===== config.mk =====
export PLATFORM = sky130hd
export DESIGN_NAME = load_store_unit
export DESIGN_NICKNAME = d
export VERILOG_FILES = /design/src/rtl/lsu_pkg.sv /design/src/rtl/lsu_align.sv /design/src/rtl/load_store_unit.sv
export SDC_FILE = /design/constraint.sdc
export NUM_CORES = 1
export LEC_CHECK = 0
export BUFFER_PORTS_ARGS = -buffer_cell sky130_fd_sc_hd__clkbuf_2
export CORE_ASPECT_RATIO = 1.2
export CORE_MARGIN = 5
export CORE_UTILIZATION = 45
export CTS_CLUSTER_SIZE = 25
export DETAILED_ROUTE_END_ITERATION = 6
export HOLD_SLACK_MARGIN = 0.1
export PLACE_DENSITY = 0.75
export SYNTH_ARGS = -nofsm -noshare
export SYNTH_HDL_FRONTEND = slang
export SYNTH_HIERARCHICAL = 1
export SYNTH_SLANG_ARGS = --single-unit
export TNS_END_PERCENT = 100

===== constraint.sdc =====
create_clock -name clk -period 3.89 [get_ports clk]
set_clock_uncertainty 0.1 [all_clocks]
set_input_delay 0.9725 -clock clk [delete_from_list [all_inputs] [get_ports clk]]
set_output_delay 0.9725 -clock clk [all_outputs]
set_load 0.02 [all_outputs]

===== src/rtl/lsu_pkg.sv =====
// Shared types and helpers for the load/store unit: size encodings, FSM state
// type and size decoding functions.
package lsu_pkg;

  localparam int XLEN = 64;

  localparam logic [1:0] SZ_B = 2'b00;
  localparam logic [1:0] SZ_H = 2'b01;
  localparam logic [1:0] SZ_W = 2'b10;
  localparam logic [1:0] SZ_D = 2'b11;

  typedef enum logic [2:0] {
    IDLE = 3'd0,
    RD   = 3'd1,
    CAP  = 3'd2,
    WR   = 3'd3,
    RESP = 3'd4
  } state_t;

  function automatic logic [3:0] size_bytes(input logic [1:0] size);
    case (size)
      SZ_B:    return 4'd1;
      SZ_H:    return 4'd2;
      SZ_W:    return 4'd4;
      default: return 4'd8;
    endcase
  endfunction

  // Low address bits that must be zero for a naturally aligned access.
  function automatic logic [2:0] size_mask(input logic [1:0] size);
    return 3'(size_bytes(size) - 4'd1);
  endfunction

endpackage


===== src/rtl/lsu_align.sv =====
// Combinational lane logic: little-endian load extraction with sign/zero
// extension, and sub-word store merge into a captured 64-bit word.
module lsu_align
  import lsu_pkg::*;
(
  input  logic [XLEN-1:0] word,
  input  logic [XLEN-1:0] wdata,
  input  logic [2:0]      lane,
  input  logic [1:0]      size,
  input  logic            is_unsigned,
  output logic [XLEN-1:0] rdata,
  output logic [XLEN-1:0] merged
);

  logic [5:0]      shamt;
  logic [XLEN-1:0] field_mask;
  logic [XLEN-1:0] lane_mask;
  logic [XLEN-1:0] raw;
  logic            sign;

  // NOTE: every signal written here gets a default first so no path can
  // leave it unassigned and infer a latch.
  always_comb begin
    shamt      = {lane, 3'b000};
    field_mask = '1;
    sign       = 1'b0;
    case (size)
      SZ_B:    field_mask = 64'h0000_0000_0000_00ff;
      SZ_H:    field_mask = 64'h0000_0000_0000_ffff;
      SZ_W:    field_mask = 64'h0000_0000_ffff_ffff;
      default: field_mask = '1;
    endcase

    raw = (word >> shamt) & field_mask;
    case (size)
      SZ_B:    sign = raw[7];
      SZ_H:    sign = raw[15];
      SZ_W:    sign = raw[31];
      default: sign = 1'b0;
    endcase

    // A double already fills the register, so it never needs extension.
    rdata = (is_unsigned || !sign) ? raw : (raw | ~field_mask);

    lane_mask = field_mask << shamt;
    merged    = (word & ~lane_mask) | ((wdata << shamt) & lane_mask);
  end

endmodule


===== src/rtl/load_store_unit.sv =====
// Load/store unit in front of a 64-bit word memory; sub-word stores use
// read-modify-write. Optional misalignment trap: LSU_MISALIGN_TRAP_EN.
module load_store_unit
  import lsu_pkg::*;
(
  input  logic            clk,
  input  logic            rst,
  input  logic            req_valid,
  output logic            req_ready,
  input  logic            req_we,
  input  logic [1:0]      req_size,
  input  logic            req_unsigned,
  input  logic [XLEN-1:0] req_addr,
  input  logic [XLEN-1:0] req_wdata,
  output logic            rsp_valid,
  output logic [XLEN-1:0] rsp_rdata,
  output logic            rsp_err,
  output logic            mem_E,
  output logic [XLEN-1:0] mem_address,
  output logic [XLEN-1:0] mem_write_data,
  output logic            mem_write,
  output logic            mem_read,
  input  logic [XLEN-1:0] mem_read_data
);

  state_t          state, state_next;
  logic            we_q;
  logic            uns_q;
  logic [1:0]      size_q;
  logic [2:0]      lane_q;
  logic [XLEN-1:0] wdata_q;

  logic            accept;
  logic [2:0]      req_mask;
  logic [2:0]      req_lane;
  logic            req_misaligned;
  logic [XLEN-1:0] load_data;
  logic [XLEN-1:0] merged_word;

  assign req_ready = (state == IDLE) && !rst;
  assign accept    = req_valid && req_ready;
  assign req_mask  = size_mask(req_size);
  assign req_lane  = req_addr[2:0] & ~req_mask;

`ifdef LSU_MISALIGN_TRAP_EN
  logic err_q;

  assign req_misaligned = |(req_addr[2:0] & req_mask);
  assign rsp_err        = err_q;

  always_ff @(posedge clk) begin
    if (rst) begin
      err_q <= 1'b0;
    end else if (accept) begin
      err_q <= req_misaligned;
    end
  end
`else
  assign req_misaligned = 1'b0;
  assign rsp_err        = 1'b0;
`endif

  assign mem_read  = (state == RD);
  assign mem_write = (state == WR);
  assign mem_E     = mem_read || mem_write;
  assign rsp_valid = (state == RESP);

  lsu_align u_align (
    .word        (mem_read_data),
    .wdata       (wdata_q),
    .lane        (lane_q),
    .size        (size_q),
    .is_unsigned (uns_q),
    .rdata       (load_data),
    .merged      (merged_word)
  );

  always_comb begin
    state_next = state;
    case (state)
      IDLE: begin
        if (accept) begin
          if (req_misaligned)                 state_next = RESP;
          else if (req_we && req_size == SZ_D) state_next = WR;
          else                                 state_next = RD;
        end
      end
      RD:      state_next = CAP;
      CAP:     state_next = we_q ? WR : RESP;
      WR:      state_next = RESP;
      RESP:    state_next = IDLE;
      default: state_next = IDLE;
    endcase
  end

  // NOTE: state is registered with non-blocking assignments so every flop
  // samples pre-edge values; reset is synchronous and overrides everything.
  always_ff @(posedge clk) begin
    if (rst) begin
      state          <= IDLE;
      we_q           <= 1'b0;
      uns_q          <= 1'b0;
      size_q         <= SZ_B;
      lane_q         <= '0;
      wdata_q        <= '0;
      mem_address    <= '0;
      mem_write_data <= '0;
      rsp_rdata      <= '0;
    end else begin
      state <= state_next;
      if (accept) begin
        we_q           <= req_we;
        uns_q          <= req_unsigned;
        size_q         <= req_size;
        lane_q         <= req_lane;
        wdata_q        <= req_wdata;
        mem_address    <= {3'b000, req_addr[XLEN-1:3]};
        mem_write_data <= req_wdata;
        rsp_rdata      <= '0;
      end
      // Capture cycle: the memory word is only valid now, so both the merged
      // store word and the extracted load value are taken from it here.
      if (state == CAP) begin
        mem_write_data <= merged_word;
        if (!we_q) rsp_rdata <= load_data;
      end
    end
  end

endmodule


* Word-level counts from Yosys, hierarchy flattened *
Index checks and enable logic that the tools add are counted.

word-level totals
  input bits = 199
  logic and storage cells = 56
  register bits = 263

operators by class
  reductions and logical operators = 11
  $add $sub $neg = 1
  multiplexer cells = 13
  eq/ne operators = 10
  bitwise logic cells = 9
  shift-type cells = 3

operators by type and width
  cell                   number
  $mux W64               6
  $and A64 B64 Y64       3
  $pmux W64 S3           1
  $not A64 Y64           2
  $or A64 B64 Y64        2
  $shl A64 B6 Y64        2
  $shr A64 B6 Y64        1
  $pmux W3 S4            1
  $pmux W3 S3            1
  $eq A2 B2 Y1 const B   3
  $eq A3 B2 Y1 const B   2
  $mux W3                2
  $eq A2 B1 Y1 const B   2
  $logic_not A2 Y1       2
  $and A3 B3 Y3          1
  $eq A3 B1 Y1 const B   1
  $eq A3 B3 Y1 const B   1
  $logic_and A1 B1 Y1    3
  $logic_not A3 Y1       1
  $not A3 Y3             1
  $pmux W1 S3            1
  $sub A3 B1 Y3 const B  1
  $logic_not A1 Y1       2
  $logic_or A1 B1 Y1     2
  other kinds (3)        3

* Longest topological paths before layout *
  word-level depth = 9
  gate-level depth with buffers = 9
  depth with buffers taken out = 5

* Cells and area by module *
The synthesis kept the hierarchy.

modules (own cells, without submodules)
  module           times used  cells an instance  area an instance (um2)
  load_store_unit  1           785                9258.9
  lsu_align        1           601                4787.1

* Least setup slack after synthesis *
Ideal clock, no wire load.

  path kind = input-to-output
  from = input rst
  to = output req_ready
  stages on the path = 3
  data arrival time = 1.816 ns
  slack = 1.002 ns
  cell sequence = buf_2 -> or3_1 -> nor2_1

between the ends
  cells in the longest elaborated chain, start to end = 2

RTL lines
  what                 RTL line               RTL
  start: declaration   load_store_unit.sv:7   input logic rst,
  $logic_not A1 Y1     load_store_unit.sv:40  assign req_ready = (state == IDLE) && !rst;
  $logic_and A1 B1 Y1  load_store_unit.sv:40
  end: declaration     load_store_unit.sv:9   output logic req_ready,

No other way between the ends.

* Final worst setup path *
Ends and elaborated chain as after synthesis.

==> metrics.log <==
[metrics] Worst-path clk slew: 0.06 ns
[metrics] chain of cells forming the critical path: clkbuf_2, or3_1, nor2_1, clkbuf_2
[metrics] Die X-Extent: 171 um
[metrics] total standard cell area after synthesis: 14,000 um^2
[metrics] total via count in the routed design: 13,600
[metrics] final worst-path setup slack: 0.814 ns
[metrics] clock sink total: 263
[metrics] pin count of the biggest net entering global routing: 131
[metrics] number of buffer cells added on primary ports: 392
[metrics] count of fill cells added during filler insertion: 2,753
[metrics] IO Pins: 397
[metrics] PostCTS Resize Cnt: 0
[metrics] worst slack at placement: 0.821 ns
[metrics] placed cell areas: 15,900 um^2
[metrics] tightest hold margin: 0.377 ns
[metrics] Required @ worst endpoint: 2.82 ns
[metrics] Site Rows: 70
[metrics] Worst setup EP type: output pin
[metrics] Routability Congestion: 1.04
[metrics] unrepaired setup endpoints after global routing: false
[metrics] result of the run: completed
[metrics] count of final max-slew check failures: 0
[metrics] detailed-routing iteration count for the pre-antenna-repair pass: 6
[metrics] critical path class: in -> out
[metrics] number of distinct standard cells referenced by the synthesized netlist: 68
[metrics] number of DRC markers in iteration 0: 1,964
[metrics] gate count after technology mapping: 1,386
[metrics] WL final: 54.3 mm
[metrics] gate family responsible for the most delay along the worst path: simple AND/OR/NAND/NOR gates
[metrics] area of the multi-input gates: 7850 um^2
[metrics] via/cell ratio: 6.53
[metrics] Power, Total: 7.56 mW
[metrics] hold violation count in the final report: 0
[metrics] highest-delay cell along the critical path: sky130_fd_sc_hd__or3_1
[metrics] number of setup buffers added after CTS: 0
[metrics] post-synthesis register bit count: 263
[metrics] Max Clock Freq: 0.325 GHz
[metrics] total of warnings raised by yosys: 6
[metrics] source of the worst hold timing path: mem_address[45]$_SDFFE_PP0P_
[metrics] via count of the first global-routing pass: 13,000
[metrics] most frequently used flop master after synthesis: sky130_fd_sc_hd__dfxtp_1
[metrics] transition time at the pin with the least slew margin: 0.835 ns
[metrics] Total Neg Setup Slack: 0 ns
[metrics] Leak Pwr: 7.40 nW
[metrics] delay of the slowest critical-path stage: 0.45 ns
[metrics] cell with the most instances on the worst path: sky130_fd_sc_hd__clkbuf_2
[metrics] mean area per synthesized cell: 10.1 um^2
[metrics] overall die area: 34,900 um^2
[metrics] number of buffers created by CTS: 29
[metrics] DP Wirelength: 39.8 mm
[metrics] peak fanout along the critical path: 10
[metrics] reg2reg setup slack: 0.90 ns
[metrics] Min Clock Period, post-route: 3.08 ns
[metrics] number of cells traversed by the worst register-to-register path: 6
[metrics] Hold Crit Endpoint: mem_address[45]$_SDFFE_PP0P_
[metrics] Startpoint Class: input pin
[metrics] final core area utilization: 0.552
[metrics] worst slew margin relative to its limit: 0.443
[metrics] share of final-layout standard cells stronger than drive strength 1: 0.404
[metrics] final cycle utilization of the critical path: 0.791
[metrics] end of the worst register-to-register path: rsp_rdata[37]$_SDFF_PP0_
[metrics] DR WL/cell: 26.0 um
[metrics] worst r2r src: lane_q[0]$_SDFFE_PP0P_
[metrics] Initial Utilization: 0.458
[metrics] highest ir drop seen on vdd: 0.416 mV
[metrics] htree depth: 1
[metrics] critical path buffer and inverter count: 2
[metrics] clock latency on the worst-skew pair: 0.55 ns
[metrics] HP Class: reg -> reg
[metrics] Post-synth EDFFs: 0
[metrics] Std-Cell Core Area: 30,700 um^2
[metrics] # setup viols final: 0
[metrics] Post-CTS Hold Buffers: 0
[metrics] Crit path arrival time: 2.00 ns
[metrics] DRC Markers: 0
[metrics] initial antenna violation count: 5
[metrics] synthesis-to-layout area growth: 20.4%
[metrics] startpoint of the most critical setup path: rst
[metrics] clock root cell: sky130_fd_sc_hd__clkbuf_16
[metrics] Placed Instances: 2,034
[metrics] number of nets in the layout: 1,868
[metrics] global-route wire length before repair: 80.5 mm
[metrics] residual antenna-violating net count after detailed routing: 0
[metrics] CTS tree: built
[metrics] max-cap violation count: 0
[metrics] Register Area: 5270 um^2
[metrics] Async S/R FF share, synth: 0
[metrics] final global-route overflow total: 0
[metrics] Total GRT Usage: 0.293
[metrics] non-filler cells in the finished layout: 2,088
[metrics] Cells on Worst Hold Path: 1
[metrics] vertical extent of the die: 204 um
[metrics] power per unit of standard cell area: 447 nW/um^2
[metrics] portion of the post-synthesis area used by sequential elements: 0.375
[metrics] design area: 16,900 um^2
[metrics] Bufs on Longest Clock Path: 3
[flip-flops by register name (all words and copies together), names as in the netlist]
| register | count |
|---|---|
| lane_q | 3 |
| mem_address | 61 |
| mem_write_data | 64 |
| rsp_rdata | 64 |
| size_q | 2 |
| state | 3 |
| uns_q | 1 |
| wdata_q | 64 |
| we_q | 1 |
[per-layer routing]
layer,share of wire,GRT usage,vias up
met1,0.37,0.368,6536
met4,0.057,0.139,4
met5,0.00039,0,-
met3,0.11,0.0737,171
li1,-,-,6004
met2,0.46,0.471,922
[worst max path at each step]
| stage | cells past startpoint | end |
|---|---|---|
| after floorplan | 3 | req_ready |
| after global placement | 4 | req_ready |
| after detailed placement | 4 | req_ready |
| after CTS | 4 | req_ready |
| after global routing | 6 | rsp_rdata[52]$_SDFF_PP0_ |
| final | 4 | req_ready |
[synth_stat cells, drive strengths merged (2+ instances only)]
master / n / area (um^2)
a21oi: 39 / 210
or2: 4 / 27.5
nor3: 4 / 36.3
mux4: 47 / 1060
o211ai: 32 / 240
nand2b: 11 / 68.8
o21a: 9 / 67.6
nand3: 18 / 90.1
a31o: 127 / 1110
clkbuf: 55 / 209
mux2: 43 / 488
buf: 114 / 718
nor2b: 12 / 82.6
nor4b: 2 / 23.8
and3: 130 / 818
nand4: 37 / 231
and2: 9 / 56.3
or3: 2 / 12.5
dfxtp: 263 / 5270
inv: 12 / 45.0
o21ai: 34 / 178
o22ai: 8 / 50.1
a22oi: 2 / 15.0
mux2i: 81 / 811
nor2: 40 / 150
nand2: 76 / 288
a221o: 64 / 641
a32o: 64 / 641
o2bb2ai: 23 / 201
a211oi: 9 / 72.6
o221ai: 2 / 23.8
[worst register-to-register path, stage by stage, from the launching register on]
cell and delay [ns]:
sky130_fd_sc_hd__dfxtp_4 0.49, sky130_fd_sc_hd__buf_4 0.67, sky130_fd_sc_hd__mux2_1 0.40, sky130_fd_sc_hd__nand4_1 0.11
sky130_fd_sc_hd__a31o_2 0.65, sky130_fd_sc_hd__nand4_1 0.21, sky130_fd_sc_hd__a32o_1 0.26
[logic make-up (layout without fill, tap and decap cells)]
family | after synthesis | in the layout | synth area share
simple gates | 349 | 349 | 0.137
mux | 171 | 171 | 0.168
buf+inv | 182 | 482 | 0.0695
flops | 263 | 263 | 0.375
other cells | 1 | 7 | 0.000267
compound gates | 420 | 420 | 0.251
[area by class of cell]
type / count / area share
clock inverter: 14 / 0.0127
inverter: 13 / 0.00318
tap: 396 / 0.0293
multi-input combinational: 944 / 0.464
timing repair buffer: 418 / 0.131
clock buffer: 37 / 0.0471
sequential: 263 / 0.312
antenna: 3 / 0.000444
[power by group]
part	internal, mW	switching (mW)
registers	2.89	0.193
logic	0.600	0.932
clock network	1.77	1.17
total	5.27	2.29
[layout by cell type, fill, tap and decap left out, types with 14 or more instances in the layout]
cell type	instances
sky130_fd_sc_hd__a221o_1	64
sky130_fd_sc_hd__o21ai_0	16
sky130_fd_sc_hd__o211ai_1	32
sky130_fd_sc_hd__nand2_1	74
sky130_fd_sc_hd__buf_4	21
sky130_fd_sc_hd__a31o_2	113
sky130_fd_sc_hd__o2bb2ai_1	23
sky130_fd_sc_hd__mux2_2	33
sky130_fd_sc_hd__a31o_1	14
sky130_fd_sc_hd__and3_1	129
sky130_fd_sc_hd__a21oi_1	37
sky130_fd_sc_hd__nor2_1	40
sky130_fd_sc_hd__clkbuf_16	29
sky130_fd_sc_hd__o21ai_1	16
sky130_fd_sc_hd__mux2i_1	81
sky130_fd_sc_hd__nand4_1	37
sky130_fd_sc_hd__a32o_1	64
sky130_fd_sc_hd__clkbuf_2	392
sky130_fd_sc_hd__dfxtp_1	260
sky130_fd_sc_hd__nand3_1	18
sky130_fd_sc_hd__mux4_2	47
Note: power is estimated with default switching activity, not from simulation.
